--- src/rtl/dds_dac_spi_tx.sv ---
// DDS sample to SPI DAC transmitter: offset-binary conversion, CMD prefix, FIFO, MSB-first SPI shifter.
// Optional ramp test pattern on payload when DDS_DAC_TESTPAT_EN is defined (adds test_mode input).
module dds_dac_spi_tx #(
   parameter int unsigned DW         = 13,
   parameter int unsigned FRAME_BITS = 16,
   parameter logic [FRAME_BITS-DW-1:0] CMD = 3'b011,
   parameter int unsigned FIFO_DEPTH = 8,
   parameter int unsigned CLK_DIV    = 2
) (
   input  logic                          clk,
   input  logic                          rstn,
   input  logic                          en,
   input  logic                          in_valid,
   input  logic [DW-1:0]                 in_data,
`ifdef DDS_DAC_TESTPAT_EN
   input  logic                          test_mode,
`endif
   input  logic                          ovf_clr,
   output logic                          sclk,
   output logic                          mosi,
   output logic                          cs_n,
   output logic                          busy,
   output logic                          ovf,
   output logic [$clog2(FIFO_DEPTH):0]   level
);

   localparam int unsigned AW  = $clog2(FIFO_DEPTH);
   localparam int unsigned LW  = AW + 1;
   localparam int unsigned CW  = (CLK_DIV > 1) ? $clog2(CLK_DIV) : 1;
   localparam int unsigned FCW = $clog2(FRAME_BITS);
   localparam logic [DW-1:0] SIGN = {1'b1, {(DW-1){1'b0}}};

   typedef enum logic [1:0] {IDLE, SETUP, SHIFT, HOLD} state_t;

   state_t                state, state_nxt;
   logic [FRAME_BITS-1:0] mem [FIFO_DEPTH];
   logic [AW-1:0]         wr_ptr, rd_ptr;
   logic [FRAME_BITS-1:0] shreg, wr_frame;
   logic [CW-1:0]         cnt;
   logic [FCW-1:0]        fcnt;
   logic                  cnt_last, empty, full, push, pop, drop, flush, fall;
   logic                  sclk_nxt, cs_n_nxt, busy_nxt;

   assign empty    = (level == '0);
   assign full     = (level == LW'(FIFO_DEPTH));
   assign cnt_last = (cnt == CW'(CLK_DIV - 1));
   // A pop in the same cycle frees a slot, so a push at full is still accepted.
   assign push     = en & in_valid & (~full | pop);
   assign drop     = en & in_valid & full & ~pop;
   assign flush    = (state == IDLE) & ~en;
   assign mosi     = shreg[FRAME_BITS-1];

`ifdef DDS_DAC_TESTPAT_EN
   logic [DW-1:0] ramp;

   always_ff @(posedge clk or negedge rstn) begin
      if (!rstn)                  ramp <= '0;
      else if (push && test_mode) ramp <= ramp + DW'(1);
   end

   assign wr_frame = {CMD, (test_mode ? ramp : (in_data ^ SIGN))};
`else
   assign wr_frame = {CMD, in_data ^ SIGN};
`endif

   always_ff @(posedge clk) begin
      if (push) mem[wr_ptr] <= wr_frame;
   end

   always_ff @(posedge clk or negedge rstn) begin
      if (!rstn) begin
         wr_ptr <= '0;
         rd_ptr <= '0;
         level  <= '0;
      end else if (flush) begin
         rd_ptr <= wr_ptr;
         level  <= '0;
      end else begin
         if (push) wr_ptr <= wr_ptr + AW'(1);
         if (pop)  rd_ptr <= rd_ptr + AW'(1);
         case ({push, pop})
            2'b10:   level <= level + LW'(1);
            2'b01:   level <= level - LW'(1);
            default: ;
         endcase
      end
   end

   always_ff @(posedge clk or negedge rstn) begin
      if (!rstn)        ovf <= 1'b0;
      else if (drop)    ovf <= 1'b1;
      else if (ovf_clr) ovf <= 1'b0;
   end

   always_ff @(posedge clk or negedge rstn) begin
      if (!rstn) state <= IDLE;
      else       state <= state_nxt;
   end

   always_comb begin
      state_nxt = state;
      case (state)
         IDLE:    if (en && !empty) state_nxt = SETUP;
         SETUP:   if (cnt_last) state_nxt = SHIFT;
         SHIFT:   if (cnt_last && sclk && (fcnt == FCW'(FRAME_BITS - 1))) state_nxt = HOLD;
         HOLD:    if (cnt_last) state_nxt = IDLE;
         default: state_nxt = IDLE;
      endcase
   end

   // Next values of the registered outputs are derived from state_nxt.
   always_comb begin
      pop      = 1'b0;
      fall     = 1'b0;
      sclk_nxt = 1'b0;
      case (state)
         IDLE:    pop = en & ~empty;
         SHIFT: begin
            sclk_nxt = cnt_last ? ~sclk : sclk;
            fall     = cnt_last & sclk;
         end
         default: ;
      endcase
      cs_n_nxt = !((state_nxt == SETUP) || (state_nxt == SHIFT));
      busy_nxt = (state_nxt != IDLE);
   end

   always_ff @(posedge clk or negedge rstn) begin
      if (!rstn) begin
         sclk  <= 1'b0;
         cs_n  <= 1'b1;
         busy  <= 1'b0;
         cnt   <= '0;
         fcnt  <= '0;
         shreg <= '0;
      end else begin
         sclk <= sclk_nxt;
         cs_n <= cs_n_nxt;
         busy <= busy_nxt;
         cnt  <= ((state == IDLE) || cnt_last) ? '0 : cnt + CW'(1);
         if (pop) begin
            shreg <= mem[rd_ptr];
            fcnt  <= '0;
         end else if (fall) begin
            shreg <= {shreg[FRAME_BITS-2:0], 1'b0};
            fcnt  <= fcnt + FCW'(1);
         end
      end
   end

endmodule

--- config.mk ---
export PLATFORM = sky130hd
export DESIGN_NAME = dds_dac_spi_tx
export DESIGN_NICKNAME = d
export VERILOG_FILES = /design/src/rtl/dds_dac_spi_tx.sv
export SDC_FILE = /design/constraint.sdc
export NUM_CORES = 1
export LEC_CHECK = 0
export ABC_AREA = 1
export CAP_MARGIN = 25
export CORE_MARGIN = 2
export CORE_UTILIZATION = 54
export DETAILED_ROUTE_END_ITERATION = 8
export PLACE_DENSITY = 0.85
export SETUP_SLACK_MARGIN = 0.1
export SYNTH_ARGS = -nofsm -noshare
export SYNTH_HDL_FRONTEND = slang
export SYNTH_SLANG_ARGS = --single-unit
--- constraint.sdc ---
create_clock -name clk -period 1.9 [get_ports clk]
set_input_delay 0.57 -clock clk [delete_from_list [all_inputs] [get_ports clk]]
set_output_delay 0.57 -clock clk [all_outputs]
set_load 0.01 [all_outputs]
==> Word level (Yosys, flattened, before mapping) <==
Memory sizes are Yosys's and may differ from the RTL's.
Index checks and enable logic that the tools add are counted.
{ "op_classes": {"n_addsub": 6, "n_eq_ne": 10, "n_mux": 22, "bitwise": 15, "reduce_logical": 15} }
{ "ops": {"columns": ["op", "count"], "rows": [
  ["two-way mux 16 bit", 2],
  ["two-way mux 4 bit", 3],
  ["two-way mux 1 bit", 9],
  ["adder 4 x 1 -> 4 bit (second input constant)", 2],
  ["equality test 2 bit (second input constant)", 4],
  ["equality test 4 bit (second input constant)", 2],
  ["two-way mux 2 bit", 4],
  ["one-hot mux 2 bit (4 select lines)", 1],
  ["one-hot mux 4 bit (2 select lines)", 1],
  ["nonzero test 2 bit", 4],
  ["bitwise AND 1 bit", 7],
  ["inverter 1 bit", 7],
  ["adder 3 x 1 -> 3 bit (second input constant)", 2],
  ["equality test 2 x 1 -> 1 bit (second input constant)", 3],
  ["two-way mux 3 bit", 2],
  ["zero test 4 bit", 1],
  ["subtractor 4 x 1 -> 4 bit (second input constant)", 1],
  ["logical AND 1 bit", 3],
  ["nonzero test 3 bit", 1],
  ["zero test 1 bit", 2],
  ["zero test 2 bit", 1],
  ["logical OR 1 bit", 2],
  ["!= test 2 bit (second input constant)", 1],
  ["AND reduction 2 bit", 1],
  ["other kinds (2)", 2]
]} }
{ "word_totals": {"reg_bits": 37, "ramBits": 104, "in_bits": 18, "out_inout_bits": 9, "elab_cells": 80, "memories": 1} }
{ "mem_list": {"columns": ["name", "depth", "width", "rd", "rd_clocked_by_memory_dff", "write_ports", "line", "source"], "rows": [
  ["mem", 8, 13, 1, 0, 1, "36", "logic [FRAME_BITS-1:0] mem [FIFO_DEPTH];"]
]} }

==> Depth between registers and ports, before layout <==
{ "logic_depth": {"word_depth": 9, "depth_mapped": 13, "mapped_depth_nobuf": 13} }

==> Least setup slack after synthesis <==
OpenSTA, ideal clock, no wires.
{ "synth_timing": {"kind": "input to register", "startpoint": "input en", "endpoint": "memory mem[0][0] (netlist bit) (enable)", "setup_time_ps": 382, "t_arrival_ps": 1720, "required_ps": 1518, "slack_ps": -203, "stages": 5, "path_buffers": 0, "cell_sequence": "inv_2 nor2_8 o21ai_1 or2_1 nor2_1"} }
{ "synth_via": {"elab_chain_len": 6, "word_cells_on_any_way": 7, "classes_between": "3 x mux; 4 x bitwise"} }
{ "synth_lines": {"columns": ["element", "line", "source"], "rows": [
  ["start: declaration", "12", "input logic en,"],
  ["bitwise AND 1 bit", "117", "IDLE: pop = en & ~empty;"],
  ["two-way mux 1 bit", "116", "case (state)"],
  ["OR 1 bit", "48", "assign push = en & in_valid & (~full | pop);"],
  ["bitwise AND 1 bit *", "48", null],
  ["two-way mux 1 bit *", "67", "if (push) mem[wr_ptr] <= wr_frame;"],
  ["two-way mux 1 bit (not written as such) *", "67", null],
  ["end: declaration", "36", null]
]} }
Every way passes the cells marked *; elsewhere a longest branch is shown, timed or not.

==> Final worst setup path <==
{ "layout_timing": {"startpoint": "register level[2]", "endpoint": "register level[3]"} }
{ "layout_via": {"elab_chain_len": 9, "word_cells_on_any_way": 15, "classes_between": "2 x add/sub; 3 x eq/ne; 3 x mux; 5 x bitwise; 2 x reduce/logical"} }
{ "layout_lines": {"columns": ["element", "line", "source"], "rows": [
  ["start: declaration", "24", "output logic [$clog2(FIFO_DEPTH):0] level"],
  ["start signal: assignment", "82", "2'b10: level <= level + LW'(1);"],
  ["start signal: assignment", "83", "2'b01: level <= level - LW'(1);"],
  ["zero test 4 bit", "44", "assign empty = (level == '0);"],
  ["inverter 1 bit", "117", null],
  ["bitwise AND 1 bit", "117", null],
  ["two-way mux 1 bit", "116", null],
  ["OR 1 bit", "48", null],
  ["bitwise AND 1 bit", "48", null],
  ["equality test 2 x 1 -> 1 bit / equality test 2 bit (equally long branches)", "81", "case ({push, pop})"],
  ["one-hot mux 4 bit (2 select lines)", "81", null],
  ["two-way mux 4 bit", "75", "end else if (flush) begin"]
]} }
Parallel ways exist; a longest one is shown, timed or not.
A chain may end at the register's enable or synchronous reset.

==> impl_metrics.csv <==
group,metric,value,unit
pwr,internal_power_summed_over_all_cells,5.557,mW
logic_synthesis,post_synth_mux_area_share,0,%
logic_synthesis,synth_largest_area_cell,"edfxtp_1",
global_routing,grt_overflow_total,0,
clock_tree,clock_tree_from_tritoncts,"built",
logic_synthesis,synthesis.area,5892,um2
critical_path,cp_cell_sequence,"buf_4 > nor2_2 > nand2_2 > nand3_2 > inv_1 > ha_1 > nand2_1 > nand3b_1 > nand2_1 > nand2_1 > nand3_1 > nand2_1",
global_routing,grt_first_pass_wirelength,20820,um
routing,drt_drc_violations_left,0,
global_routing,antenna_violations_before_repair,0,
pwr,irDropWorstVdd,0.8868,mV
critical_path,startpoint_type,"register",
critical_path,critPathKind,"reg2reg",
sta,fin_crit_sh,94.24,%
clock_tree,cts_made_buffers,17,
critical_path,rrSetupSlack,0.11,ns
logic_synthesis,synthSimpleGateAreaFrac,13.74,%
pwr,pwr-share-clk,38.7,%
pwr,seqPwrFrac,47.9,%
critical_path,ff2ff_path_depth,12,
final_layout,antennaDiodeCount,0,
critical_path,timing.rr.end,"level[3]",
routing,first_iter_violations,350,
flow_run,drv.max_cap_violation_count,0,
logic_synthesis,synth.yosys.seq_area_share,68.74,%
critical_path,crit-reg2reg-launch,"level[2]",
clock_tree,worst_skew_pair.late_latency,0.52,ns
global_routing,first_global_vias,4150,
critical_path,critPathLaunch,"level[2]",
routing,vias,4164,
clock_tree,ctsLongestPathBuffers,2,
critical_path,setup.worst_path.end,"level[3]",
placed_design,gp_congestion,0.8199,
critical_path,crit_path_end_kind,"register",
logic_synthesis,yosys_register_bits,141,
logic_synthesis,synth-edff-count,104,
logic_synthesis,dominant_combinational_cell_family_by_area_after_synthesis,"simple AND/OR/NAND/NOR gates",
sta,slew_violations,0,
logic_synthesis,yosys_warnings,0,
clock_tree,clock_sinks,141,
placed_design,place.port_buffers,26,
clock_tree,cts-root-buf,"clkbuf_8",
placed_design,dp_hpwl,8365,um
placed_design,postPlaceCellArea,6598,um2
sta,final_hold_violation_count,0,
sta,setup_repair_after_global_routing_missed_its_margin,"true",
sta,maximum_clock_frequency,0.5585,GHz
sta,fin_worst_skew,0.01156,ns
logic_synthesis,predominant_post_synthesis_flop_cell,"edfxtp_1",
logic_synthesis,synthAdderAreaFrac,1.274,%
routing,viasPerCell,5.704,
critical_path,timing.critical_path.required,2.31,ns
routing,wl,13080,um
routing,avgRoutedWirePerCell,17.92,um
critical_path,cp_slowest_cell,"dfrtp_1",
floorplanning,die_footprint,11760,um2
logic_synthesis,leading_post_synthesis_cells_by_cell_area,"edfxtp_1 53%, dfrtp_1 15%, nor2_1 6.9%",
critical_path,arrival,2.20,ns
logic_synthesis,synthXorXnorAreaFrac,0.5946,%
sta,fin_hold_ws,0.09072,ns
routing,ant_nets,0,
logic_synthesis,syn-mean-instance-area,11.42,um2
routing,drt_first_pass_iters,7,
global_routing,grt_max_degree,55,
clock_tree,worst_setup_hold_path_clk_slew,0.06,ns
final_layout,layout_commonest_cell,"edfxtp_1",
clock_tree,cts-htree-levels,4,
sta,final_setup_violation_count,0,
final_layout,layout_common_cells,"104 x edfxtp_1, 102 x nor2_1, 65 x o21ai_0",
worst_hold_path,hold_crit_path_type,"in2async",
logic_synthesis,synth-compound-area-share,11.53,%
pwr,power_frac_comb,13.4,%
logic_synthesis,postSynth.asyncResetShare,26.24,%
floorplanning,die_w,108.5,um
final_layout,stdcell_area,7164,um2
final_layout,synthToLayoutAreaGrowth,21.60,%
outcome,status,"completed",
critical_path,worst_path_largest_cell_delay,0.38,ns
floorplanning,die-height,108.5,um
floorplanning,floorplan.rows,38,
logic_synthesis,synth_largest_type_area_fraction,53.00,%
global_routing,grtUsageTotal,23.95,%
pwr,leak,2.783,nW
logic_synthesis,syn-instance-count,516,
pwr,power_per_cell_area,1063,nW/um2
pwr,total_switching_power,2.055,mW
pwr,total_power,7.613,mW
final_layout,finish.net_count,602,
final_layout,post_route_cells_drive_above_1_share,17.63,%
sta,finalWorstPathRequiredPeriod,1.791,ns
sta,worstMarginPinSlew,0.4695,ns
critical_path,largest_driver_fanout_on_the_critical_path,3,
logic_synthesis,ys_types,29,
sta,slew_headroom,68.70,%
floorplanning,initial_core_utilization,54.83,%
pwr,switching_share,27.00,%
logic_synthesis,synthesis.nets,540,
floorplanning,core_region_area,10750,um2
critical_path,worst_path_most_repeated_cell,"nand2_1",
clock_tree,cts_hold_buffers,0,
floorplanning,io_pins,27,
-- synthesized netlist by cell type, types with 2 or more instances --
library cell / n
clkinv_1: 2
nor2_1: 109
nand3_1: 24
nand4_1: 3
buf_2: 14
nand2_4: 2
nand3_2: 2
o211ai_1: 29
o21ai_0: 65
ha_1: 6
nor2_4: 2
nand2_1: 39
dfrtp_1: 36
clkbuf_1: 10
xor2_1: 4
inv_1: 24
o21ai_1: 9
edfxtp_1: 104
inv_2: 8
a21oi_1: 15
-- sequential cells by signal (all words and copies together), names as in the netlist, 2 cells and up --
register / count
fcnt: 4
shreg: 16
wr_ptr: 3
mem: 104
state: 2
rd_ptr: 3
level: 4
-- layout make-up --
cell class,count,area [um2]
well taps,140,175.2
multi-input cells,316,1633
flip-flops and latches,141,4051
fillers,767,3581
repair buffers,68,653.1
clock inverters,14,110.1
clock buffers,17,414.1
inverters,34,127.6
-- worst min path at each step --
stage	from	end	slack (ns)
6_report	rstn	fcnt[3]	0.09
5_1_grt	rstn	shreg[2]	0.11
4_1_cts	rstn	fcnt[3]	0.08
3_5_place_dp	shreg[14]	shreg[15]	0.48
3_3_place_gp	shreg[14]	shreg[15]	0.46
2_1_floorplan	rstn	busy	0.27
-- routing by layer --
| metal | GRT usage, % | routed length [um] | vias up |
|---|---|---|---|
| li1 | - | - | 1944 |
| met1 | 30.51 | 5315 | 2032 |
| met2 | 39.29 | 6647 | 166 |
| met3 | 6.329 | 902 | 22 |
| met4 | 9.524 | 218 | 0 |
| met5 | 0 | 0 | - |
-- logic make-up after synthesis --
logic type	after synthesis
adders and majority gates	6
and+or+nand+nor	186
xor gates and xnor gates	4
buffers and inverters	59
DFF	141
AOI/OAI and AO/OA	120
-- power groups by stage --
stage / Sequential (mW) / Combinational, mW / Clock (mW)
global route: 3.67 / 1.11 / 3.13
detailed placement: 3.71 / 0.960 / 0
finish: 3.65 / 1.02 / 2.95
CTS: 3.64 / 0.998 / 2.99
global placement: 3.70 / 0.914 / 0
floorplan: 3.71 / 0.498 / 0
-- worst max-delay path: cells and delay by family, from the launching register on --
kind,cells,cell delay [ns]
buf+inv,2,0.21
fa+ha+maj,1,0.31
simple gates,9,0.79
flops,1,0.38
-- metrics by stage --
| step | worst slack, ns | utilization, % | instances | setup TNS [ns] |
|---|---|---|---|---|
| finish | 0.1094 | 66.67 | 730 | 0 |
| CTS | 0.01878 | 66.38 | 727 | 0 |
| floorplan | -0.08980 | - | 516 | -6.560 |
| detailed placement | -0.5033 | 61.40 | 693 | -48.68 |
| global placement | -0.4926 | 61.40 | 693 | -47.56 |
| global route | 0.008380 | 66.67 | 730 | 0 |
-- what timing repair did --
item                                    in CTS  in global routing
pin swaps                                    0                  1
endpoints found under the setup margin      63                 82
gates resized for setup                     20                  7
buffers inserted                             3                  3
cloned                                       0                  0
Note: power is estimated with default switching activity, not from simulation.
